$ cat config.mk
export PLATFORM = sky130hd
export DESIGN_NAME = fifo_push_arbiter
export DESIGN_NICKNAME = d
export VERILOG_FILES = /design/src/rtl/fifo_arb_pkg.sv /design/src/rtl/rr_pick.sv /design/src/rtl/fifo_push_arbiter.sv
export SDC_FILE = /design/constraint.sdc
export NUM_CORES = 1
export LEC_CHECK = 0
export ABC_CLOCK_PERIOD_IN_PS = 2950
export BUFFER_PORTS_ARGS = -buffer_cell sky130_fd_sc_hd__buf_2
export CORE_MARGIN = 3
export CORE_UTILIZATION = 43
export CTS_BUF_LIST = sky130_fd_sc_hd__clkbuf_16
export DETAILED_ROUTE_END_ITERATION = 10
export GPL_ROUTABILITY_DRIVEN = 0
export HOLD_SLACK_MARGIN = 0.12
export PLACE_DENSITY = 0.79
export SETUP_SLACK_MARGIN = 0.02
export SLEW_MARGIN = 20
export SYNTH_ARGS = -nofsm -noshare
export SYNTH_HDL_FRONTEND = slang
export SYNTH_SLANG_ARGS = --single-unit
$ cat constraint.sdc
create_clock -name clk -period 2.95 [get_ports clk]
set_input_delay 0.1475 -clock clk [delete_from_list [all_inputs] [get_ports clk]]
set_output_delay 0.1475 -clock clk [all_outputs]
set_load 0.05 [all_outputs]
$ cat src/rtl/fifo_arb_pkg.sv
// fifo_arb_pkg: shared FSM state type and default sizing for the fifo push arbiter
package fifo_arb_pkg;
  localparam int NUM_REQ_DEF = 4;
  localparam int WIDTH_DEF = 8;
  localparam int MAX_BURST_DEF = 4;
  typedef enum logic {IDLE, OWN} state_t;
endpackage

$ cat src/rtl/rr_pick.sv
// rr_pick: one-hot round-robin select of the first request after last_owner
module rr_pick #(
  parameter int N = 4,
  parameter int IW = (N > 1) ? $clog2(N) : 1
) (
  input  logic [N-1:0]  req,
  input  logic [IW-1:0] last_owner,
  output logic [N-1:0]  sel
);
  // scan from farthest to nearest so the nearest requester after last_owner wins
  always_comb begin
    sel = '0;
    for (int k = N; k >= 1; k--)
      if (req[IW'((int'(last_owner) + k) % N)]) sel = N'(1) << ((int'(last_owner) + k) % N);
  end
endmodule

$ cat src/rtl/fifo_push_arbiter.sv
// fifo_push_arbiter: round-robin burst arbiter sharing one fifo push port
module fifo_push_arbiter import fifo_arb_pkg::*; #(
  parameter int NUM_REQ = NUM_REQ_DEF,
  parameter int WIDTH = WIDTH_DEF,
  parameter int MAX_BURST = MAX_BURST_DEF
) (
  input  logic                     clk,
  input  logic                     rst,
  input  logic [NUM_REQ-1:0]       req,
  input  logic [NUM_REQ*WIDTH-1:0] req_data,
  input  logic                     full,
  output logic                     push,
  output logic [WIDTH-1:0]         datain,
  output logic [NUM_REQ-1:0]       gnt,
  output logic [NUM_REQ-1:0]       ack
);
  localparam int IW = (NUM_REQ > 1) ? $clog2(NUM_REQ) : 1;
  localparam int BW = $clog2(MAX_BURST) + 1;
  state_t state, state_nx;
  logic [NUM_REQ-1:0] sel;
  logic [IW-1:0] owner, last_owner, sel_idx;
  logic [BW-1:0] burst_cnt;
  logic release_own;
  logic [WIDTH-1:0] slot [NUM_REQ];
  for (genvar g = 0; g < NUM_REQ; g++) begin : g_slot
    assign slot[g] = req_data[g*WIDTH +: WIDTH];
  end
  rr_pick #(.N(NUM_REQ), .IW(IW)) u_pick (
    .req       (req),
    .last_owner(last_owner),
    .sel       (sel)
  );
  always_comb begin
    sel_idx = '0;
    for (int i = 0; i < NUM_REQ; i++)
      if (sel[IW'(i)]) sel_idx = IW'(i);
  end
  assign push = (state == OWN) && req[owner] && !full;
  assign datain = slot[owner];
  assign ack = push ? gnt : '0;
  // a requester dropping req ends the burst even while the fifo is full
  assign release_own = !req[owner] || (push && burst_cnt == BW'(MAX_BURST - 1));
  always_comb begin
    state_nx = state == IDLE ? (|req ? OWN : IDLE) : (release_own ? IDLE : OWN);
  end
  always_ff @(posedge clk or posedge rst) begin
    if (rst) begin
      state <= IDLE;
      gnt <= '0;
      owner <= '0;
      burst_cnt <= '0;
      last_owner <= IW'(NUM_REQ - 1);
    end else begin
      state <= state_nx;
      if (state == IDLE) begin
        gnt <= sel;
        owner <= sel_idx;
        burst_cnt <= '0;
      end else if (release_own) begin
        gnt <= '0;
        last_owner <= owner;
      end else if (push) begin
        burst_cnt <= burst_cnt + BW'(1);
      end
    end
  end
endmodule

=== Word-level counts from Yosys, hierarchy flattened ===
Index checks and enable logic that the tools add are counted.

* Reductions and logical operators: 13
* $add $sub $neg: 5
* Bitwise operators: 5
* Shift operators: 4
* Magnitude comparators: 6
* Eq/ne operators: 4
* Mux-type cells: 31

{| class="wikitable"
|+ Operator list
! cell !! number
|-
| $shl A1 B32 Y4 const A || 4
|-
| $mux W4 || 7
|-
| $bmux W8 S2 || 1
|-
| $lt A2 B4 Y1 const B || 4
|-
| $mux W8 || 2
|-
| $mux W1 || 13
|-
| $bmux W1 S2 || 5
|-
| $mux W3 || 3
|-
| $reduce_or A2 Y1 || 4
|-
| $add A2 B1 Y2 const B || 2
|-
| $add A2 B2 Y2 const B || 2
|-
| $and A1 B1 Y1 const A || 4
|-
| $ne A2 B2 Y1 const B || 2
|-
| $reduce_and A2 Y1 || 2
|-
| $reduce_or A4 Y1 || 1
|-
| $add A3 B1 Y3 const B || 1
|-
| $eq A3 B2 Y1 const B || 1
|-
| $ge A3 B3 Y1 const B || 1
|-
| $logic_and A1 B1 Y1 || 3
|-
| $lt A2 B3 Y1 const B || 1
|-
| $not A2 Y3 || 1
|-
| $logic_not A1 Y1 || 2
|-
| $ne A2 B1 Y1 const B || 1
|-
| $logic_or A1 B1 Y1 || 1
|}

* Output and inout bits: 17
* Logic and storage cells: 73
* Register bits: 12

=== Longest topological paths before layout ===
* Depth after elaboration: 9
* Mapped depth: 7

=== Cells and area by module ===
A second synthesis with hierarchy kept.

* Cells, all modules: 112
* Area, all modules: 1047.3 µm²

{| class="wikitable"
|+ By module, submodules not included
! module !! times used !! area each (µm²) !! cells an instance !! sequential area each (µm²)
|-
| fifo_push_arbiter || 1 || 665.6 || 67 || 277.8
|-
| rr_pick || 1 || 381.6 || 45 || 0.0
|}

=== Worst setup path before layout ===
No wires, ideal clock.

* Kind: reg-to-output
* Start: register owner[0]
* End: output port ack[0]
* Setup slack: 0.382 ns
* Stages on the path, launching flop included: 4
* Data required time: 2.803 ns
* Data arrival time: 2.421 ns
* Cell sequence: dfrtp_1 > mux2i_1 > nor3b_1 > and2_1

* Cells in the longest elaborated chain, start to end: 5

{| class="wikitable"
|+ RTL lines
! element !! RTL line !! text
|-
| from (decl) || fifo_push_arbiter.sv:21 || <nowiki>logic [IW-1:0] owner, last_owner, sel_idx;</nowiki>
|-
| from (signal assigned) || fifo_push_arbiter.sv:57 || <nowiki>owner <= sel_idx;</nowiki>
|-
| $bmux W1 S2 || fifo_push_arbiter.sv:38 || <nowiki>assign push = (state == OWN) && req[owner] && !full;</nowiki>
|-
| $mux W1 (implied by the code) || fifo_push_arbiter.sv:38 ||
|-
| $logic_and A1 B1 Y1 (2 in a row) || fifo_push_arbiter.sv:38 ||
|-
| net push || fifo_push_arbiter.sv:12 || <nowiki>output logic push,</nowiki>
|-
| $mux W4 || fifo_push_arbiter.sv:40 || <nowiki>assign ack = push ? gnt : '0;</nowiki>
|-
| to (decl) || fifo_push_arbiter.sv:15 || <nowiki>output logic [NUM_REQ-1:0] ack</nowiki>
|}

The timed path passes the listed nets, and every way through them passes these cells. The select of a mux whose other input is x is not followed.

=== Final worst setup path ===
* Start: register last_owner[0]
* End: register owner[0]

* Cells in the longest elaborated chain, start to end: 9
* Elaborated cells between the ends (all ways): 33
* Classes of those cells: 4 x add/sub; 4 x shift; 17 x mux; 4 x bitwise; 4 x reduce/logical

{| class="wikitable"
|+ RTL lines
! element !! RTL line !! text
|-
| from (decl) || fifo_push_arbiter.sv:21 ||
|-
| from (signal assigned) || fifo_push_arbiter.sv:52 || <nowiki>last_owner <= IW'(NUM_REQ - 1);</nowiki>
|-
| from (signal assigned) || fifo_push_arbiter.sv:61 || <nowiki>last_owner <= owner;</nowiki>
|-
| $add A2 B1 Y2 || rr_pick.sv:14 || <nowiki>if (req[IW'((int'(last_owner) + k) % N)]) sel = N'(1) << ((int'(last_owner) + k) % N);</nowiki>
|-
| $bmux W1 S2 / $reduce_or A2 Y1 (equally long branches) || - ||
|-
| $mux W1 (implied by the code) / $and A1 B1 Y1 (equally long branches) || - ||
|-
| $mux W1 (implied by the code) / $shl A1 B32 Y4 (equally long branches) || rr_pick.sv:14 ||
|-
| $mux W4 (3 in a row) || rr_pick.sv:14 ||
|-
| $mux W4 * || rr_pick.sv:14 ||
|-
| $mux W1 * || fifo_push_arbiter.sv:36 || <nowiki>if (sel[IW'(i)]) sel_idx = IW'(i);</nowiki>
|}

Every way passes the cells marked *; elsewhere a longest branch is shown, timed or not. The select of a mux whose other input is x is not followed.
A chain may end at the register's enable or synchronous reset.

==> results.toml <==
[yosys]
yosysSeqAreaShare_pct = 28.53
synthesized_area_per_cell_um2 = 11.06
yosys_warnings = 0
synth-main-ff-cell = "sky130_fd_sc_hd__dfrtp_1"
synthArstFlopShare_pct = 100.0
synth_enable_flop_cells = 0
synth.lib_cells_used.distinct = 31
post_synth_instance_area_um2 = 973.4
syn_nets = 135
ys_seq_elements = 11
synthesis.instances = 88

[sta]
unrepaired_setup_endpoints_after_global_routing = "no"
clock.fmax_mhz = 403.3
fin_setup_tns_ns = 0
final-setup-viol-count = 0
clock_skew_ns = 0.004131
max_slew_margin_pct = 68.33
max_slew.worst_pin.slew_ns = 0.4619
finalWorstPathRequiredPeriod_ns = 2.480
fin_crit_sh_pct = 84.05
final_hold_viol_count = 0
maxSlewViolCount = 0

[route]
routed_wire_length_per_instance_um = 14.22
drtAntennaViolNets = 0
drtPass1Iterations = 4
post-route-drc-count = 0
route.final.wire_length_um = 2219
vias_per_cell = 5.545
drtIter0Drc = 7
route.vias.total = 865

[worst_setup_path]
critPathMaxFanout = 10
r2r-end = "owner[0]"
ff2ff_path_depth = 6
startpoint = "last_owner[0]"
worst_setup_path_start_kind = "register"
worstReg2RegStart = "last_owner[0]"
setup.worst_path.end = "owner[0]"
arrival_ns = 2.59
setup_crit_end_kind = "register"
worst-setup-path-type = "reg -> reg"
worst_ep_required_time_ns = 3.06
r2r_setup_slack_ns = 0.47

[die]
fp.coreArea_um2 = 2042
die_area_um2 = 2871
num_io_pins = 56
initial_core_util_pct = 47.67
floorplan.die.width_um = 53.58
row_count = 16
die_h_um = 53.58

[clock_network]
clkSinkCount = 11
clkTransAtPathRegs_ns = 0.04
cts_tree = "yes"
tritoncts.num_buffers = 3
cts_buffer_depth = 2
clk-insertion-delay-late_ns = 0.24
cts-htree-levels = 1
ctsResizeCount = 0
postCtsSetupBuffers = 0
root_buffer = "sky130_fd_sc_hd__clkbuf_16"

[global_route]
first_global_vias = 818
antenna_found_initial = 0
globalRouteOverflowTotal = 0
grt_start_max_net_pins = 13
grtUsageTotal_pct = 17.68
grt_first_pass_wirelength_um = 3594

[outcome]
status = "complete, no violations"

[cells_and_area]
n_antenna_cell = 0
multiInputGateArea_um2 = 658.1
fillCellCount = 172
post-route-cell-area_um2 = 1272
net_total_in_the_final_layout = 177
p_r_area_growth_vs_syn_pct = 30.72
register_area_um2 = 277.8
mostFrequentLayoutCell = "sky130_fd_sc_hd__buf_2"
final_layout_size_suffix_gt1_share_pct = 47.29
most-common-layout-cells = "sky130_fd_sc_hd__buf_2, sky130_fd_sc_hd__mux2_2, sky130_fd_sc_hd__dfrtp_1"

[hold_path]
worst_hold_path_startpoint = "req[3]"
timing.hold.worst.class = "in -> reg"

[placed_design]
dpl.hpwl_um = 1718
post_dp_cell_area_um2 = 1184
port-buffer-count = 39

[pwr]
power-per-cell-area_nw_per_um2 = 979.4
power_leakage_uw = 0.0006268
vdd_drop_max_mv = 0.5905

[run]
number_of_maximum_capacitance_constraint_violations = 0
-- cells in the mapped netlist, drive strengths merged, types with 2 or more instances --
master  instances  area, um2
o21ai           4      20.02
ha              8      100.1
mux4            4      101.4
nand2           3      11.26
nor3b           2      15.01
and2            7      43.79
and2b           2      17.52
inv             5      18.77
a221oi          3      26.28
dfrtp           9      225.2
mux2           11      123.9
dfstp           2      52.55
nor2b           6      37.54
clkbuf          2      7.510
o31ai           3      22.52
mux2i           2      20.02
a22oi           3      22.52
-- per-stage QoR --
step	hold WS [ns]	setup slack (ns)	util, %	instances	power, uW
finish	0.2748	0.4704	62.32	156	1246
global route	0.3010	0.3664	62.32	156	1323
floorplan	-0.001493	0.3819	-	88	866.3
detailed placement	0.1528	0.5116	57.97	151	996.8
CTS	0.2803	0.4870	62.32	156	1252
global placement	0.1482	0.5656	57.97	151	972.9
-- how the worst min path moves through the flow --
stage | cells after the start | end
finish | 3 | state
CTS | 3 | state
floorplan | 1 | burst_cnt[0]
global placement | 2 | burst_cnt[0]
detailed placement | 2 | burst_cnt[0]
global route | 3 | state
-- area by class of cell --
class / count / share of cell area (%)
multi-input combinational: 69 / 51.72
sequential: 11 / 21.83
timing repair buffer: 40 / 16.13
clock buffer: 3 / 5.900
tap: 27 / 2.655
inverter: 5 / 1.475
clock inverter: 1 / 0.2950
-- sequential cells by signal, indices dropped and copies added, names as in the netlist --
signal,flops
owner,1
state,1
gnt,4
last_owner,2
burst_cnt,3
-- per-layer routing --
layer,GRT usage [%],up-vias,routed length [um]
li1,-,412,-
met1,19.69,405,897
met2,30.82,44,1079
met3,4.986,4,199
met4,8.511,0,42
met5,0,-,0
-- critical path, stage by stage (launching register included) --
cell and delay (ns):
sky130_fd_sc_hd__dfstp_2 0.64, sky130_fd_sc_hd__inv_1 0.13, sky130_fd_sc_hd__ha_1 0.33, sky130_fd_sc_hd__mux4_1 0.64, sky130_fd_sc_hd__nand2b_1 0.22, sky130_fd_sc_hd__o21ai_0 0.26
sky130_fd_sc_hd__o21ai_1 0.14
-- logic make-up after synthesis --
group,after synthesis,share of synthesized area [%]
buffers and inverters,8,3.856
adders and majority gates,8,10.28
xor gates and xnor gates,1,0.8999
DFF,11,28.54
and+or+nand+nor,25,17.22
AOI/OAI and AO/OA,18,14.01
muxes,17,25.19
-- power breakdown --
part | switching [uW] | total, uW | internal, uW
clock | 67.1 | 245 | 178
combinational | 429 | 703 | 274
sequential | 85.5 | 298 | 213
total | 581 | 1250 | 665
-- repair_timing --
action                                  CTS  global route
endpoints found under the hold margin     9             0
hold buffers                              1             0
endpoints found under the setup margin    0             0
Note: power is estimated with default switching activity, not from simulation.
